[config.mk]
export PLATFORM = sky130hd
export DESIGN_NAME = dla_rx_datapath
export DESIGN_NICKNAME = d
export VERILOG_FILES = /design/src/rtl/dla_rx_datapath_pkg.sv /design/src/rtl/dla_crd_cnt.sv /design/src/rtl/dla_rx_datapath.sv
export SDC_FILE = /design/constraint.sdc
export NUM_CORES = 1
export LEC_CHECK = 0
export ABC_AREA = 1
export BUFFER_PORTS_ARGS = -buffer_cell sky130_fd_sc_hd__clkbuf_2
export CORE_AREA = 2 2 155 157
export DETAILED_ROUTE_END_ITERATION = 8
export DIE_AREA = 0 0 157 159
export PLACE_DENSITY = 0.68
export SETUP_SLACK_MARGIN = 0.4
export SYNTH_ARGS = -nofsm -noshare
export SYNTH_HDL_FRONTEND = slang
export SYNTH_SLANG_ARGS = --single-unit
[constraint.sdc]
create_clock -name clk -period 2.5 [get_ports clk]
set_input_delay 0.25 -clock clk [delete_from_list [all_inputs] [get_ports clk]]
set_output_delay 0.25 -clock clk [all_outputs]
set_load 0.1 [all_outputs]
[src/rtl/dla_rx_datapath_pkg.sv]
// Shared flit-format constants and decode helper for the die-to-die RX datapath.
package dla_rx_datapath_pkg;

  localparam int unsigned NBYTES     = 32;
  localparam int unsigned FLIT_W     = NBYTES * 8;
  localparam int unsigned DATA_LSB   = 125;
  localparam int unsigned DATA_MSB   = FLIT_W - 1;
  localparam int unsigned DLA_DATA_W = FLIT_W - DATA_LSB;
  localparam int unsigned DATA_BIT   = 120;

  localparam logic [FLIT_W-1:0] CRD_BIT_MASK  = FLIT_W'(1);
  localparam logic [FLIT_W-1:0] ALCT_BIT_MASK = FLIT_W'(2);

  typedef struct packed {
    logic [DLA_DATA_W-1:0] data;
    logic                  is_data;
    logic                  is_crd;
    logic                  is_alct;
  } flit_fields_t;

  // Flags are independent; a single flit may carry any combination.
  function automatic flit_fields_t decode_flit(input logic [FLIT_W-1:0] flit);
    flit_fields_t f;
    f.data    = flit[DATA_MSB:DATA_LSB];
    f.is_data = flit[DATA_BIT];
    f.is_crd  = |(flit & CRD_BIT_MASK);
    f.is_alct = |(flit & ALCT_BIT_MASK);
    return f;
  endfunction

endpackage

[src/rtl/dla_crd_cnt.sv]
// Saturating up/down credit counter; simultaneous inc and dec cancel out.
module dla_crd_cnt #(
  parameter int unsigned MAX  = 8,
  parameter int unsigned INIT = 8,
  parameter int unsigned W    = 4
) (
  input  logic         clk,
  input  logic         rst,
  input  logic         inc,
  input  logic         dec,
  output logic [W-1:0] count,
  output logic         nonzero,
  output logic         overflow,
  output logic         underflow
);

  logic at_max;
  logic at_zero;

  // Boundary flags: a lone inc at MAX or a lone dec at zero is refused.
  always_comb begin
    at_max    = (count == W'(MAX));
    at_zero   = (count == '0);
    nonzero   = !at_zero;
    overflow  = inc && !dec && at_max;
    underflow = dec && !inc && at_zero;
  end

  // Count register with saturation at both ends.
  always_ff @(posedge clk) begin
    if (rst) begin
      count <= W'(INIT);
    end else if (inc && !dec && !at_max) begin
      count <= count + W'(1);
    end else if (dec && !inc && !at_zero) begin
      count <= count - W'(1);
    end
  end

endmodule

[src/rtl/dla_rx_datapath.sv]
// RX datapath of the die-to-die link: two-stage flit decode, TX credit pool
// and pending credit-return tracking.
// Optional checker: define DLA_RX_CHK_EN to enable the sticky err_o protocol checks.
module dla_rx_datapath
  import dla_rx_datapath_pkg::*;
#(
  parameter int unsigned TX_CREDITS = 8,
  parameter int unsigned RX_CREDITS = 8,
  localparam int unsigned CNT_W =
    $clog2(((TX_CREDITS > RX_CREDITS) ? TX_CREDITS : RX_CREDITS) + 1)
) (
  input  logic                  clk,
  input  logic                  rst,
  input  logic                  enable,
  input  logic [FLIT_W-1:0]     pl_data,
  input  logic                  pl_valid,
  output logic                  rx_push_o,
  output logic [DLA_DATA_W-1:0] rx_data_o,
  input  logic                  rx_fifo_full_i,
  input  logic                  rx_fifo_pop_i,
  output logic                  rx_crd_o,
  input  logic                  rx_crd_ready_i,
  input  logic                  tx_cmd_fire_i,
  output logic                  tx_crd_avail_o,
  output logic [CNT_W-1:0]      tx_crd_cnt_o,
  output logic                  alct_grant_o,
  output logic                  err_o
);

  logic         s1_valid;
  flit_fields_t s1_flit;
  logic         s2_crd;

  logic             tx_inc, tx_dec, tx_ovf, tx_udf;
  logic             pend_inc, pend_dec, pend_nonzero, pend_ovf, pend_udf;
  logic [CNT_W-1:0] pend_cnt;

  // Stage 1: capture incoming flit; flits arriving while disabled are dropped.
  always_ff @(posedge clk) begin
    if (rst) begin
      s1_valid <= 1'b0;
      s1_flit  <= '0;
    end else begin
      s1_valid <= pl_valid && enable;
      if (pl_valid && enable) begin
        s1_flit <= decode_flit(pl_data);
      end
    end
  end

  // Stage 2: registered decode outputs; push is issued even if the FIFO is full.
  always_ff @(posedge clk) begin
    if (rst) begin
      rx_push_o    <= 1'b0;
      rx_data_o    <= '0;
      alct_grant_o <= 1'b0;
      s2_crd       <= 1'b0;
    end else begin
      rx_push_o    <= s1_valid && s1_flit.is_data;
      alct_grant_o <= s1_valid && s1_flit.is_alct;
      s2_crd       <= s1_valid && s1_flit.is_crd;
      if (s1_valid && s1_flit.is_data) begin
        rx_data_o <= s1_flit.data;
      end
    end
  end

  // Counter controls; everything holds while the block is disabled.
  always_comb begin
    tx_inc   = enable && s2_crd;
    tx_dec   = enable && tx_cmd_fire_i;
    pend_inc = enable && rx_fifo_pop_i;
    rx_crd_o = enable && pend_nonzero;
    pend_dec = rx_crd_o && rx_crd_ready_i;
  end

  dla_crd_cnt #(
    .MAX  (TX_CREDITS),
    .INIT (TX_CREDITS),
    .W    (CNT_W)
  ) u_tx_pool (
    .clk       (clk),
    .rst       (rst),
    .inc       (tx_inc),
    .dec       (tx_dec),
    .count     (tx_crd_cnt_o),
    .nonzero   (tx_crd_avail_o),
    .overflow  (tx_ovf),
    .underflow (tx_udf)
  );

  dla_crd_cnt #(
    .MAX  (RX_CREDITS),
    .INIT (0),
    .W    (CNT_W)
  ) u_pend_ret (
    .clk       (clk),
    .rst       (rst),
    .inc       (pend_inc),
    .dec       (pend_dec),
    .count     (pend_cnt),
    .nonzero   (pend_nonzero),
    .overflow  (pend_ovf),
    .underflow (pend_udf)
  );

`ifdef DLA_RX_CHK_EN
  // Sticky protocol error on any refused counter step or a push into a full FIFO.
  always_ff @(posedge clk) begin
    if (rst) begin
      err_o <= 1'b0;
    end else if (tx_udf || tx_ovf || pend_ovf || (rx_push_o && rx_fifo_full_i)) begin
      err_o <= 1'b1;
    end
  end

  logic unused_sink;
  assign unused_sink = ^{pl_data[DATA_LSB-1:DATA_BIT+1], pl_data[DATA_BIT-1:2],
                         pend_udf, pend_cnt};
`else
  assign err_o = 1'b0;

  logic unused_sink;
  assign unused_sink = ^{pl_data[DATA_LSB-1:DATA_BIT+1], pl_data[DATA_BIT-1:2],
                         pend_udf, pend_cnt, tx_ovf, tx_udf, pend_ovf, rx_fifo_full_i};
`endif

endmodule

==> reports/metrics.csv, run 1 <==
metric,value,unit
status,"complete, no violations",
final antenna-violating net count,0,
"wirelength, routed",26500,um
slew margin rel.,59.9,%
Std-Cell Rows,56,
drt wl/cell,13.7,um
RSZ-0062 raised after global routing,no,
Final setup violation count,0,
#FFs+latches synth,277,
Vias/cell,4.73,
largest net degree at the start of global routing,94,
Reg2Reg Capture Point,u_pend_ret.count[3]$_SDFFE_PP0P_,
Synth top area share,56.8,%
area of the multi-input gates,3720,sq um
Min-Delay Path Depth,3,
final net count,1866,
Syn. warnings,0,
Final Max Slew Viols,0,
first-pass GRT wire length,42900,um
largest area contributor in the netlist,dfxtp_1,
adder-cell area share of the yosys netlist,0.923,%
Tightest Pin Transition,0.605,ns
H-tree depth,1,
CP Class,reg -> out,
CTS sink cnt,277,
post-detail-place hpwl,16000,um
1st-iter DRT viols,440,
Area Overhead vs Synth,38.2,%
Clock Path Buffers,3,
Worst-path clk slew,0.06,ns
min-delay src,pl_data[172],
main combinational cell family by area after synthesis,simple AND/OR/NAND/NOR gates,
mux contribution to synthesized area,0,%
Core ar.,23200,sq um
drt pass-1 iters,5,
Tot Pwr,10.3,mW
crit path time final,1.94,ns
period utilisation layout,77.6,%
DR vias,9148,
Peak Freq,516,MHz
Reg area,5560,sq um
share of the yosys chip area belonging to registers,56.8,%
Post-Synthesis Cell Area,9760,sq um
Hold Path Class,in -> reg,
setup_tns,0,ns
critical path cell sequence,"nor2_1, a21boi_1, clkbuf_2",
post-synthesis simple-gate area fraction,22.2,%
Worst VDD drop,547,uV
"Clk Latency, worst-skew pair",0.53,ns
XOR/XNOR Fraction of Synth Area,0.180,%
Initial Util,42.1,%
PwrDens,760,nW/um^2
Synth Instances,1239,
reg2reg setup slack,0.64,ns
initial antenna violation count,0,
utilization after layout,58.1,%
Die Wd,157,um
"most common cell after layout, fill and taps aside",nor2_1,
Routability Congestion,0.775,
crit path DAT,1.69,ns
CTS tree,done,
compound-gate portion of the synthesized area,14.6,%
Final Hold Viols,0,
Hold Path Sink,s1_flit[50]$_SDFFE_PP0P_,
share of post-route cells with drive strength above 1,22.0,%
filler instances,2077,
clock root buffer,clkbuf_16,
worst reg2reg startpoint,u_pend_ret.count[0]$_SDFFE_PP0P_,
Critical Path Slowest Stage Cell,clkbuf_2,
total I/O pin count,404,
synth top area cells,"dfxtp_1, nor2_1, o21ai_0",
Congestion Overflow GR,0,
number of port buffers,279,
crit end category,output port,
"Data required, critical path",2.25,ns
Lkg Pwr,5.85,nW
critical path launch point type,register,
Netlist cell types,26,
worst reg2reg path depth,10,
GRT Total Usage,20.7,%
"commonest non-fill, non-tap cells in the layout","nor2_1, clkbuf_2, dfxtp_1",
DR DRC count,0,
Critical Path Max Stage Delay,0.48,ns
Mapped Nets,1509,
Worst Path Max Fanout,4,
post-CTS setup buffer count,0,
CTS Buf Count,29,
Die ar.,25000,sq um
max cap viols,0,
Ant. Diodes,0,
vias in the first global route,8800,
die extent in y,159,um
clk_skew,0.00957,ns
Synth Area per Inst,7.87,sq um
how the worst max path moves through the flow:
stage / cells after the start / endpoint / slack, ns / from
after floorplan: 6 / u_tx_pool.count[3]$_SDFFE_PP1P_ / 0.28 / u_tx_pool.count[2]$_SDFFE_PP0P_
after global placement: 11 / u_pend_ret.count[3]$_SDFFE_PP0P_ / 0.54 / u_pend_ret.count[0]$_SDFFE_PP0P_
after detailed placement: 11 / u_pend_ret.count[3]$_SDFFE_PP0P_ / 0.50 / u_pend_ret.count[0]$_SDFFE_PP0P_
after CTS: 11 / u_pend_ret.count[3]$_SDFFE_PP0P_ / 0.46 / u_pend_ret.count[0]$_SDFFE_PP0P_
after global routing: 10 / u_pend_ret.count[3]$_SDFFE_PP0P_ / 0.46 / u_pend_ret.count[0]$_SDFFE_PP0P_
final: 3 / rx_crd_o / 0.56 / u_pend_ret.count[2]$_SDFFE_PP0P_
Yosys cell counts:
cell,number
clkbuf_2,1
nand2_2,2
nand4_1,4
nor3_1,2
dfxtp_1,277
xor2_1,2
nor2_1,534
a21oi_1,9
a21oi_2,1
nand3_1,6
fa_1,2
o21ai_0,263
inv_1,12
buf_2,23
buf_4,6
and3_1,1
nor2_2,1
nand2_1,16
a21boi_0,1
buf_6,10
conb_1,1
inv_2,3
o21ai_1,9
nand3b_1,1
clkbuf_1,48
ha_1,4
power by group:
| group | switching [mW] | internal [mW] | total, mW |
|---|---|---|---|
| Sequential | 0.108 | 4.62 | 4.72 |
| Clock | 1.68 | 2.56 | 4.24 |
| Combinational | 0.836 | 0.451 | 1.29 |
| Total | 2.62 | 7.63 | 10.3 |
kinds of logic after synthesis:
kind of cell	Yosys count
compound gates	283
xor+xnor	2
fa+ha+maj	6
buf+inv	103
flops	277
other cells	1
simple gates	567
critical path, delay by kind of cell, from the launching register on:
kind / cells / cell delay, ns
flip-flops: 1 / 0.43
AND/OR/NAND/NOR: 1 / 0.09
buffers and inverters: 1 / 0.48
AO/OA/AOI/OAI: 1 / 0.16
final cells by class:
type	instances	area share, %
clock buffer	45	6.42
clock inverter	6	0.631
inverter	15	0.492
multi-input combinational	859	27.6
sequential	277	41.2
tap	319	2.96
timing repair buffer	414	20.7
metal layers:
metal / GRT usage, % / routed length (um) / vias up
met5: 0 / 0 / -
met4: 7.21 / 928 / 0
met3: 5.77 / 2050 / 56
met2: 34.8 / 12200 / 295
met1: 25.4 / 11300 / 4101
li1: - / - / 4696
state kept, by name (all words and copies together), names as in the netlist:
signal and count:
s1_flit 134, rx_data_o 131, u_pend_ret.count 4, u_tx_pool.count 4
alct_grant_o 1, rx_push_o 1, s1_valid 1, s2_crd 1
repair_timing:
item / 4_1_cts / 5_1_grt
resized for setup: 0 / 3
endpoints found under the setup margin: 0 / 1
hold buffers: 120 / 0
endpoints found under the hold margin: 120 / 0
metrics by stage:
stage	setup WS [ns]	hold slack, ns	instance area, sq um	cells
5_1_grt	0.463	0.0109	13500	1935
2_1_floorplan	0.277	0.319	9770	1239
3_5_place_dp	0.497	0.438	11300	1764
6_report	0.560	0.0123	13500	1935
4_1_cts	0.463	0.0000945	13500	1935
3_3_place_gp	0.540	0.428	11300	1764
(Power assumes the default switching activity.)
==> inputs of run 2 (changes only) <==
--- a/config.mk
+++ b/config.mk
@@ -7,9 +7,9 @@
 export LEC_CHECK = 0
 export ABC_AREA = 1
 export BUFFER_PORTS_ARGS = -buffer_cell sky130_fd_sc_hd__clkbuf_2
-export CORE_AREA = 2 2 155 157
+export CORE_AREA = 2 2 159 161
 export DETAILED_ROUTE_END_ITERATION = 8
-export DIE_AREA = 0 0 157 159
+export DIE_AREA = 0 0 161 163
 export PLACE_DENSITY = 0.68
 export SETUP_SLACK_MARGIN = 0.4
 export SYNTH_ARGS = -nofsm -noshare
==> constraint.sdc (replaced) <==
create_clock -name clk -period 1.6 [get_ports clk]
set_input_delay 0.16 -clock clk [delete_from_list [all_inputs] [get_ports clk]]
set_output_delay 0.16 -clock clk [all_outputs]
set_load 0.1 [all_outputs]
==> run 2 against run 1 <==
The flow now finishes with violations (negative setup slack). Utilization rose by 13 points. Worst setup slack got worse by 0.72 ns. Final area rose by 30%. Sequential power rose by 57%. Critical endpoint is now u_pend_ret.count[2]$_SDFFE_PP0P_.
==> reports/metrics.csv, run 2 (same netlist as run 1, synthesis figures left out) <==
metric,value,unit,change
"wirelength, routed",37400,um,+41%
PwrDens,950,nW/um^2,+25%
total I/O pin count,404,,unchanged
Critical Path End,u_pend_ret.count[2]$_SDFFE_PP0P_,,
hold_ws,0.159,ns,+0.147 ns
utilization after layout,70.9,%,+13 points
drt wl/cell,18.5,um,+35%
Die Wd,161,um,+2.5%
period utilisation layout,110,%,
final antenna-violating net count,0,,unchanged
max reg flops,134,,unchanged
DR DRC count,0,,unchanged
Area Overhead vs Synth,79.2,%,
Hold Path Class,in -> reg,,
Reg2Reg Capture Point,u_pend_ret.count[2]$_SDFFE_PP0P_,,
CP Class,reg -> reg,,
1st-iter DRT viols,969,,+120%
first-pass GRT wire length,52500,um,+23%
Lkg Pwr,7.19,nW,+23%
Routability Congestion,0.775,,about the same
max cap viols,0,,unchanged
Comb pwr share,16.6,%,+4.0 points
CTS tree,done,,
Peak Freq,567,MHz,
critical path launch point type,register,,
largest net degree at the start of global routing,86,,-8.5%
Clock Path Buffers,3,,unchanged
Worst Path Max Fanout,4,,unchanged
"Data required, critical path",2.08,ns,-0.17 ns
Pint,12.1,mW,+58%
Sw Share,27.4,%,+1.8 points
Clock Power Share,38.7,%,-2.7 points
crit path time final,1.76,ns,
post-detail-place hpwl,15900,um,-0.54%
CTS Buf Count,29,,unchanged
GRT Total Usage,24.9,%,+4.1 points
worst reg2reg path depth,10,,unchanged
cell area after placement,11700,sq um,+3.4%
Core ar.,24700,sq um,+6.4%
filler instances,1568,,-25%
H-tree depth,1,,unchanged
crit path DAT,2.24,ns,+0.55 ns
NetSw,4.54,mW,+73%
Final setup violation count,7,,+7
DR vias,10400,,+14%
register share of total power,44.7,%,-1.4 points
final net count,1940,,+4.0%
Finished Cell Area,17500,sq um,+30%
Regs by FF count,"s1_flit x134, rx_data_o x131",,
Final Max Slew Viols,0,,unchanged
Die ar.,26200,sq um,+5.1%
reg2reg setup slack,-0.16,ns,-0.80 ns
"most common cell after layout, fill and taps aside",nor2_1,,
vias in the first global route,10200,,+16%
Largest Register,s1_flit,,
Initial Util,39.5,%,-2.5 points
clk_skew,0.0164,ns,+0.00682 ns
CTS sink cnt,277,,unchanged
crit end category,register,,
Vias/cell,5.16,,+9.1%
PnR worst setup slack,-0.165,ns,-0.725 ns
Final Hold Viols,0,,unchanged
RSZ-0062 raised after global routing,yes,,
Congestion Overflow GR,0,,unchanged
Worst Setup SP,u_pend_ret.count[3]$_SDFFE_PP0P_,,
Worst VDD drop,986,uV,+80%
share of post-route cells with drive strength above 1,34.4,%,+12 points
"commonest non-fill, non-tap cells in the layout","nor2_1, o21ai_0, clkbuf_16",,
clock root buffer,clkbuf_16,,
drt pass-1 iters,5,,unchanged
die extent in y,163,um,+2.5%
Std-Cell Rows,58,,+3.6%
failing checks,negative setup slack,,
Worst-path clk slew,0.07,ns,about the same
status,"complete, but fails checks",,
number of port buffers,279,,unchanged
"Clk Latency, worst-skew pair",0.55,ns,+0.02 ns
worst reg2reg startpoint,u_pend_ret.count[3]$_SDFFE_PP0P_,,
initial antenna violation count,3,,+3
run 2: stage by stage:
step                      total power, mW  setup TNS [ns]  setup slack (ns)  instances
after CTS                            16.4          -0.132           -0.0675       1988
after global routing                 17.2           -1.17            -0.282       2019
after global placement               9.36        -0.00901          -0.00901       1788
after floorplan                      8.90           -2.82            -0.623       1239
after detailed placement             9.41          -0.118           -0.0720       1788
final                                16.6          -0.656            -0.165       2020
run 2: metal layers:
layer,share of wire (%),GRT usage [%]
met3,7.3,5.60
met4,5.2,11.2
met2,50,45.5
met5,0.035,0
met1,37,27.6
run 2: final cells by class:
| type | instances | area [sq um] | area share, % |
|---|---|---|---|
| well taps | 330 | 413 | 2.36 |
| multi-input cells | 859 | 3900 | 22.3 |
| clock inverters | 3 | 26.3 | 0.150 |
| inverters | 15 | 97.6 | 0.558 |
| repair inverters | 1 | 8.76 | 0.0501 |
| repair buffers | 487 | 6410 | 36.7 |
| diodes | 3 | 7.51 | 0.0429 |
| flip-flops and latches | 277 | 5760 | 32.9 |
| clock buffers | 45 | 856 | 4.89 |
run 2: repair_timing:
| item | 4_1_cts | 5_1_grt |
|---|---|---|
| cloned | 2 | 6 |
| setup endpoints to repair | 226 | 240 |
| buffers inserted | 10 | 23 |
| resized for setup | 441 | 71 |
| hold endpoints to repair | 139 | 0 |
| pin swaps | 8 | 20 |
| hold buffers | 140 | 0 |
run 2: critical path, cell delays in order (launching register included):
cell and delay [ns]:
dfxtp_2 0.34, inv_1 0.06, nor2_1 0.04, a21oi_2 0.24
nand2_4 0.11, buf_4 0.15, buf_6 0.10, fa_2 0.32
xor2_1 0.15, nand2_1 0.08, a21oi_2 0.11
run 2: power by group through the flow:
stage	Sequential [mW]	Combinational, mW	Clock, mW
finish	7.43	2.76	6.42
global placement	7.51	1.85	0
CTS	7.40	2.49	6.47
global route	7.45	2.95	6.77
floorplan	8.01	0.890	0
detailed placement	7.53	1.89	0
run 2: how the worst min path moves through the flow:
stage | from | endpoint | slack (ns) | cells past startpoint
final | rx_crd_ready_i | u_pend_ret.count[2]$_SDFFE_PP0P_ | 0.16 | 5
after detailed placement | pl_data[203] | s1_flit[81]$_SDFFE_PP0P_ | 0.41 | 3
after global routing | rx_crd_ready_i | u_pend_ret.count[2]$_SDFFE_PP0P_ | 0.19 | 5
after floorplan | rst | u_pend_ret.count[2]$_SDFFE_PP0P_ | 0.22 | 1
after CTS | rx_crd_ready_i | u_pend_ret.count[2]$_SDFFE_PP0P_ | 0.11 | 5
after global placement | pl_data[203] | s1_flit[81]$_SDFFE_PP0P_ | 0.40 | 3
